$ cat config.mk
export PLATFORM = sky130hd
export DESIGN_NAME = isa_test_monitor
export DESIGN_NICKNAME = d
export VERILOG_FILES = /design/src/rtl/isa_test_monitor.sv
export SDC_FILE = /design/constraint.sdc
export NUM_CORES = 1
export LEC_CHECK = 0
export BUFFER_PORTS_ARGS = -buffer_cell sky130_fd_sc_hd__buf_2
export CAP_MARGIN = 20
export CORE_ASPECT_RATIO = 2
export CORE_MARGIN = 3
export CORE_UTILIZATION = 46
export DETAILED_ROUTE_END_ITERATION = 16
export HOLD_SLACK_MARGIN = 0.08
export PLACE_DENSITY = 0.85
export SLEW_MARGIN = 20
export SYNTH_ARGS = -nofsm -noshare
export SYNTH_HDL_FRONTEND = slang
export SYNTH_SLANG_ARGS = --single-unit
$ cat constraint.sdc
create_clock -name clk -period 3.35 [get_ports clk]
set_input_delay 0.335 -clock clk [delete_from_list [all_inputs] [get_ports clk]]
set_output_delay 0.335 -clock clk [all_outputs]
set_load 0.1 [all_outputs]
$ cat src/rtl/isa_test_monitor.sv
// Snoops CPU status-register writes and tracks a per-channel test verdict with a shared timeout.
// Optional per-channel status word capture is enabled by defining ISA_MON_CODE_CAPTURE_EN.
module isa_test_monitor #(
  parameter int          NUM_CH    = 1,
  parameter int unsigned TIMEOUT   = 10000,
  parameter logic [29:0] BASE_ADDR = 30'h3FFFFF00,
  parameter logic [31:0] PASS_CODE = 32'h55,
  parameter logic [31:0] FAIL_CODE = 32'hAA
) (
  input  logic                  clk,
  input  logic                  reset,
  input  logic [29:0]           addr,
  input  logic [31:0]           wdata,
  input  logic [3:0]            we,
  input  logic [NUM_CH-1:0]     halt,
  output logic [3*NUM_CH-1:0]   ch_state,
  output logic [31:0]           cycles,
  output logic                  done,
  output logic                  all_pass,
  output logic [32*NUM_CH-1:0]  code
);

  typedef enum logic [2:0] {
    RUN     = 3'd0,
    PASS    = 3'd1,
    FAIL    = 3'd2,
    ERROR   = 3'd3,
    TIMEOUT_ST = 3'd4
  } state_t;

  state_t            state      [NUM_CH];
  state_t            state_next [NUM_CH];
  logic [NUM_CH-1:0] wr_hit;
  logic [NUM_CH-1:0] running;
  logic              any_run;
  logic              timeout_hit;

  // Only full-word writes to a channel's own status address count as a verdict.
  always_comb begin
    wr_hit  = '0;
    running = '0;
    for (int k = 0; k < NUM_CH; k++) begin
      wr_hit[k]  = (we == 4'b1111) && (addr == BASE_ADDR + 30'(k));
      running[k] = (state[k] == RUN);
    end
    any_run     = |running;
    timeout_hit = any_run && (cycles == 32'(TIMEOUT - 1));
  end

  always_ff @(posedge clk) begin
    if (!reset) begin
      for (int k = 0; k < NUM_CH; k++) state[k] <= RUN;
      cycles <= '0;
    end else begin
      for (int k = 0; k < NUM_CH; k++) state[k] <= state_next[k];
      if (any_run) cycles <= cycles + 32'd1;
    end
  end

  // Priority inside RUN: status write, then halt, then timeout.
  always_comb begin
    for (int k = 0; k < NUM_CH; k++) begin
      state_next[k] = state[k];
      if (state[k] == RUN) begin
        if (wr_hit[k]) begin
          if (wdata == PASS_CODE)      state_next[k] = PASS;
          else if (wdata == FAIL_CODE) state_next[k] = FAIL;
          else                         state_next[k] = ERROR;
        end else if (halt[k]) begin
          state_next[k] = ERROR;
        end else if (timeout_hit) begin
          state_next[k] = TIMEOUT_ST;
        end
      end
    end
  end

  always_comb begin
    ch_state = '0;
    all_pass = 1'b1;
    for (int k = 0; k < NUM_CH; k++) begin
      ch_state[3*k +: 3] = state[k];
      if (state[k] != PASS) all_pass = 1'b0;
    end
    done = ~any_run;
  end

`ifdef ISA_MON_CODE_CAPTURE_EN
  logic [31:0] code_q [NUM_CH];

  always_ff @(posedge clk) begin
    if (!reset) begin
      for (int k = 0; k < NUM_CH; k++) code_q[k] <= '0;
    end else begin
      for (int k = 0; k < NUM_CH; k++)
        if (state[k] == RUN && wr_hit[k]) code_q[k] <= wdata;
    end
  end

  always_comb begin
    code = '0;
    for (int k = 0; k < NUM_CH; k++) code[32*k +: 32] = code_q[k];
  end
`else
  assign code = '0;
`endif

endmodule
-- Yosys cells after proc, flatten, opt, wreduce, memory -nomap -nowiden
Memory sizes are Yosys's and may differ from the RTL's.
Cells that the tools add are included.
- register bits: 32
- memory bits (writable): 3
- word-level logic and storage cells: 25
- memories: 1
- memory list (name ; words ; bits a word ; read ports ; clocked after memory_dff ; wr ports ; line ; RTL):
    state ; 1 ; 3 ; 1 ; 0 ; 1 ; 31 ; state_t state [NUM_CH];
- add/sub/neg operators: 1
- equal/unequal tests: 6
- muxes and demuxes: 11
- bitwise logic cells: 1
- reduce and logical (&&, ||, !) cells: 4
- operator list (cell ; count):
    adder 32 x 1 -> 32 bit (second input constant) ; 1
    equality test 32 x 14 -> 1 bit (second input constant) ; 1
    equality test 32 x 7 -> 1 bit (second input constant) ; 1
    equality test 32 x 8 -> 1 bit (second input constant) ; 1
    equality test 30 bit (second input constant) ; 1
    2-to-1 mux 3 bit ; 5
    2-to-1 mux 1 bit ; 5
    equality test 4 bit (second input constant) ; 1
    logical NOT 3 bit ; 1
    inequality test 3 x 1 -> 1 bit (second input constant) ; 1
    OR reduction 3 bit ; 1
    logical AND 1 bit ; 2
    2-to-1 mux 2 bit ; 1
    inverter 1 bit ; 1

-- Depth between registers and ports, before layout
Gate-level depths: netlist (run 1).
An unclocked memory read counts as a cell.
- word-level depth: 8
- depth in mapped cells: 7

-- Worst setup path after synthesis (run 1)
Ideal clock, no wire load.
- kind: flip-flop to output port
- from: memory state[0][0] (netlist name)
- to: output all_pass
- data arrival time: 3.331 ns
- setup slack: -0.316 ns
- cell stages (with the launch flop): 2
- path buffers: 0
- cells stage by stage: dfxtp_1 > nor3b_1
- cells in the longest elaborated chain, start to end: 3
- ends and longest elaborated chain (item ; line ; RTL):
    start, declared ; 31 ;
    memory (1 x 3 bit) ; n/a ;
    inequality test 3 x 1 -> 1 bit ; 83 ; if (state[k] != PASS) all_pass = 1'b0;
    2-to-1 mux 1 bit ; 83 ;
    end, declared ; 19 ; output logic all_pass,
No other way between the ends.

-- Final worst setup path (run 1)
- from: memory state[0][2] (netlist name)
- to: register cycles[30]
- cells in the longest elaborated chain, start to end: 2
- ends and longest elaborated chain (item ; line ; RTL):
    memory (1 x 3 bit) ; n/a ;
    logical NOT 3 bit ; n/a ;
    end signal, assigned ; 56 ; if (any_run) cycles <= cycles + 32'd1;
    end, declared ; 17 ; output logic [31:0] cycles,
No other way between the ends.
A chain may end at the register's enable or synchronous reset.

==> reports/metrics.cfg, run 1 <==
[layout]
drive_gt1_frac = 0.354
final_area_um2 = 2660
diodes = 0
finish.utilization = 0.607
layout_common_cells = buf_2 (105), dfxtp_1 (35), conb_1 (32), and2_1 (27), xnor2_1 (21)
syn2layout_area_growth_pct = 25.3
fill_cells = 410
fin_nets = 419
final_common_cell = buf_2

[setup_path]
cp_max_fo = 10
reg2reg_from = state[0][2]$_SDFFE_PN0P_
r2r_slack_ns = 1.33
arrival_ns = 2.20
reg2reg_depth = 6
slowest_delay_ns = 0.62
critPathKind = reg2reg
worst-endpoint-required_ns = 3.53
critPathSlowestCell = nor4_4
crit_chain = nor3_4 -> inv_4 -> nor4_4 -> nand4_1 -> xnor2_1 -> and2_1
r2r_end = cycles[30]$_SDFFE_PN0P_
cp-end-kind = flip-flop
cp-start-kind = flip-flop

[grt]
grt.overflow.total = 0
antenna_found_initial = 0
grt_max_degree = 38
grt_pass1_wl_um = 8940
grt_pass1_vias = 2003
track_usage = 0.225

[power_and_ir_drop]
leakagePower_nw = 1.26
p_per_area_nw_per_um2 = 400
vdd_drop_max_mv = 0.381

[clock_tree]
clk-insertion-delay-late_ns = 0.28
holdBufCountCts = 0
tritoncts = built
root_buffer = clkbuf_8
post_cts_buffers = 0
clockBufferDepth = 2
htree_levels = 2
clk_pin_slew_ns = 0.07
cts_sinks = 35
cts_buffers = 5
cts_resized = 0

[synth]
synth_ff_type = dfxtp_1
synth_edf_count = 0
synth.distinct_cells = 41
synth_area_um2 = 2120
synth_seq_area_share = 0.330
yosys_warnings = 0
syn_inst = 243
synth-seq-cells = 35
synth_top_area_share = 0.330
synth.top_cells.by_area = dfxtp_1 (33%), buf_4 (11%), xnor2_1 (8.7%)
async_reset_ff_frac = 0
syn_avg_cell_area_um2 = 8.74
synth_top_area_cell = dfxtp_1

[worst_hold_path]
hp-start = halt
holdCritPathClass = in2reg
worstHoldEndpoint = state[0][2]$_SDFFE_PN0P_
holdPathStages = 3

[timing]
tightest_slew_ns = 0.682
post-route-period-util = 0.602
period_minus_slack_ns = 2.02
max_freq_mhz = 496
clock_skew_ns = 0.00544
finalMaxSlewViolations = 0
setup_viol = 0
setup_tns_ns = 0
rsz0062_at_grt = no
relSlewSlack = 0.542
hold_viol = 0

[drt]
via_per_inst = 5.25
routed_wl_um = 6010
first_iter_violations = 45
vias = 2120
ant_nets = 0
drc_errors = 0
post_drt_wl_per_cell_um = 14.9
firstDrtPassIters = 4

[floorplan]
io_pins = 138
fp.dieW_um = 54.1
die_height_um = 102
die_area_um2 = 5520
row_count = 34
initial_core_util = 0.485
core_area_um2 = 4380

[status]
status = finished, final reports clean

[placement]
placed_cell_area_um2 = 2580
io_buffers = 105
place.gp.congestion = 0.879
hpwl_um = 4990

[flow_run]
cap_viol_max_count = 0

-- cell families (layout without fill, tap and decap cells) --
group,count (synthesis),count (layout),synth area share
and+or+nand+nor,126,126,0.376
other,1,32,0.00177
AOI/OAI and AO/OA,13,13,0.0465
xor gates and xnor gates,27,27,0.111
buffers and inverters,40,116,0.128
DFF,35,35,0.330
adders and majority gates,1,1,0.00589
-- critical path: cells and delay by family, from the launching register on --
family,cells,cell delay (ns)
buf+inv,1,0.10
xor+xnor,1,0.18
simple gates,4,1.27
flops,1,0.36
-- metrics by stage --
| stage | hold WS, ns | cells | power, W | setup slack [ns] |
|---|---|---|---|---|
| 5_1_grt | 0.440 | 404 | 0.00110 | 1.15 |
| 2_1_floorplan | 0.593 | 274 | 0.000746 | 0.630 |
| 3_3_place_gp | 0.491 | 396 | 0.000776 | 1.37 |
| 4_1_cts | 0.446 | 404 | 0.00107 | 1.30 |
| 3_5_place_dp | 0.522 | 396 | 0.000779 | 1.32 |
| 6_report | 0.449 | 404 | 0.00107 | 1.33 |
-- sequential cells by signal, summed over array words and instances, names as in the netlist --
register / cells
cycles: 32
state: 3
-- where the power goes --
part,internal [W],switching [W]
registers,0.000424,0.0000118
logic,0.0000549,0.000280
clock network,0.000146,0.000149
total,0.000625,0.000440
-- synth_stat cells, drive strengths merged, types with 2 or more instances --
cell type / n
a21boi: 4
and2: 27
and3: 4
buf: 32
clkbuf: 5
dfxtp: 35
inv: 3
nand2: 14
nand3: 14
nand4: 19
nand4b: 3
nor2: 8
nor2b: 2
nor3: 9
nor3b: 2
nor4: 12
nor4b: 2
o21ai: 3
o221a: 2
or3: 3
xnor2: 21
xor2: 6
-- worst max-delay path by stage --
| stage | from | end | slack, ns | cells after the start |
|---|---|---|---|---|
| 6_report | state[0][2]$_SDFFE_PN0P_ | cycles[30]$_SDFFE_PN0P_ | 1.33 | 6 |
| 5_1_grt | state[0][2]$_SDFFE_PN0P_ | cycles[30]$_SDFFE_PN0P_ | 1.15 | 6 |
| 4_1_cts | state[0][2]$_SDFFE_PN0P_ | cycles[30]$_SDFFE_PN0P_ | 1.30 | 6 |
| 3_5_place_dp | state[0][2]$_SDFFE_PN0P_ | cycles[30]$_SDFFE_PN0P_ | 1.32 | 6 |
| 3_3_place_gp | addr[1] | state[0][1]$_SDFFE_PN0P_ | 1.37 | 6 |
| 2_1_floorplan | state[0][0]$_SDFFE_PN0P_ | all_pass | 0.63 | 1 |
-- cell type report --
class	instances	area, um2	area share
timing repair buffer	105	526	0.197
tap	54	67.6	0.0254
multi-input combinational	199	1270	0.478
clock inverter	1	5.00	0.00188
inverter	3	13.8	0.00517
clock buffer	7	76.3	0.0287
sequential	35	701	0.263
-- per-layer routing --
metal  vias up  share of wire  global-route usage
met1       969           0.32               0.214
met3        12          0.096              0.0409
li1       1013              -                   -
met2       126           0.56               0.437
met4         0          0.024              0.0940
met5         -              0                   0
Power figures use the tool's default switching activity.
==> run 2: changes to the inputs <==
--- a/config.mk
+++ b/config.mk
@@ -9,10 +9,10 @@
 export CAP_MARGIN = 20
 export CORE_ASPECT_RATIO = 2
 export CORE_MARGIN = 3
-export CORE_UTILIZATION = 46
+export CORE_UTILIZATION = 42
 export DETAILED_ROUTE_END_ITERATION = 16
 export HOLD_SLACK_MARGIN = 0.08
-export PLACE_DENSITY = 0.85
+export PLACE_DENSITY = 0.79
 export SLEW_MARGIN = 20
 export SYNTH_ARGS = -nofsm -noshare
 export SYNTH_HDL_FRONTEND = slang
==> constraint.sdc (replaced) <==
create_clock -name clk -period 1.9 [get_ports clk]
set_input_delay 0.19 -clock clk [delete_from_list [all_inputs] [get_ports clk]]
set_output_delay 0.19 -clock clk [all_outputs]
set_load 0.1 [all_outputs]
==> run 2 against run 1 <==
Effect of this change:
- design area rose by 7.1%
- largest cell class unchanged
- critical path depth rose by 1
- via count barely moved
- worst hold slack got worse by 0.16 ns
- non-clock buffer count rose by 7
==> reports/metrics.cfg, run 2 (synthesis results as in run 1) <==
[setup_path]
worst-endpoint-required_ns = 2.13
cp_max_fo = 9
arrival_ns = 1.97
crit_chain = nor3_4 -> bufinv_16 -> nor3_4 -> buf_4 -> and4_2 -> xor2_1 -> and2_1
critPathKind = reg2reg
cp-start-kind = flip-flop
cp-end-kind = flip-flop
slowest_delay_ns = 0.38
critPathSlowestCell = dfxtp_4
crit_top_cell = nor3_4

[timing]
post-route-period-util = 0.918
whs_ns = 0.285
hold_viol = 0
setup_viol = 0
max_freq_mhz = 573
setup_tns_ns = 0
clock_skew_ns = 0.00755
period_minus_slack_ns = 1.74
rsz0062_at_grt = no
setup_ws_ns = 0.156
finalMaxSlewViolations = 0

[drt]
post_drt_wl_per_cell_um = 14.3
firstDrtPassIters = 4
vias = 2119
first_iter_violations = 37
drc_errors = 0
ant_nets = 0
wl_met1_um = 2070
routed_wl_um = 5920
met2_length_um = 3190
via_per_inst = 5.12
highest_layer = met4
wl_met3_um = 517

[layout]
regMostFlops = cycles
drive_gt1_frac = 0.462
diodes = 0
largest_reg_flops = 32
seq_area_um2 = 777
final_common_cell = buf_2
layout_common_cells = buf_2 (105), conb_1 (32), and2_1 (27), xnor2_1 (21), nand4_1 (17)
fin_nets = 426
final_area_um2 = 2850
largestRegisters = cycles (32), state (3)
multi_input_area_um2 = 1300
syn2layout_area_growth_pct = 34.2
fill_cells = 445

[clock_tree]
clk-insertion-delay-late_ns = 0.28
post_cts_buffers = 0
root_buffer = clkbuf_8
cts_sinks = 35
holdBufCountCts = 0
tritoncts = built
htree_levels = 2
cts_resized = 0
cts_buffers = 5
clockBufferDepth = 2
clk_pin_slew_ns = 0.07

[grt]
antenna_found_initial = 0
grt_pass1_wl_um = 9270
grt.overflow.total = 0
grt_pass1_vias = 2046
track_usage = 0.200
grt_max_degree = 37

[worst_hold_path]
holdCritPathClass = in2reg

[floorplan]
fp.dieW_um = 56.3
row_count = 36
initial_core_util = 0.437
die_height_um = 107
core_area_um2 = 4860
io_pins = 138
die_area_um2 = 6000

[power_and_ir_drop]
leakagePower_nw = 1.33
p_per_area_nw_per_um2 = 677
totalPowerFinal_w = 0.00193
vdd_drop_max_mv = 0.605

[status]
status = finished, final reports clean

[placement]
placed_cell_area_um2 = 2760
io_buffers = 105
place.gp.congestion = 0.864
preCtsSetupSlack_ns = -0.0268
hpwl_um = 4890

[flow_run]
cap_viol_max_count = 0

run 2: cell count changes in the layout (fill, tap and decap cells not counted), moves of 7 or more:
cell     previous run  this run
buf_4               0         7
dfxtp_1            35         4
dfxtp_2             0        16
dfxtp_4             0        15
run 2: critical path, delay by kind of cell (launching register included):
family	cells	cell delay (ns)
buffers and inverters	2	0.41
XOR/XNOR	1	0.14
AND/OR/NAND/NOR	4	0.77
flip-flops	1	0.38
run 2: routing by layer:
metal,track usage,vias to the layer above
met5,0,-
met4,0.0832,0
met3,0.0410,13
met2,0.380,121
met1,0.204,956
li1,-,1029
run 2: final timing paths:
| kind | startpoint | endpoint | slack, ns | cells after the start |
|---|---|---|---|---|
| worst max-delay path | state[0][1]$_SDFFE_PN0P_ | cycles[7]$_SDFFE_PN0P_ | 0.16 | 7 |
| worst min-delay path | halt | state[0][2]$_SDFFE_PN0P_ | 0.29 | 3 |
| worst max register to register | state[0][1]$_SDFFE_PN0P_ | cycles[7]$_SDFFE_PN0P_ | 0.16 | 7 |
| worst min register to register | cycles[27]$_SDFFE_PN0P_ | cycles[27]$_SDFFE_PN0P_ | 0.50 | 2 |
run 2: final cells by class:
cell class	instances	area share
clock inverter	1	0.00176
sequential	35	0.272
timing repair buffer	112	0.203
clock buffer	7	0.0303
multi-input combinational	199	0.455
inverter	3	0.0132
tap	57	0.0250
run 2: per-stage QoR:
step / utilization / cells
floorplan: - / 274
finish: 0.586 / 414
global route: 0.586 / 414
global placement: 0.567 / 406
detailed placement: 0.567 / 406
CTS: 0.586 / 414
run 2: power breakdown:
part	total [W]	switching [W]	internal, W
combinational	0.000616	0.000488	0.000127
clock	0.000553	0.000260	0.000292
sequential	0.000763	0.0000266	0.000737
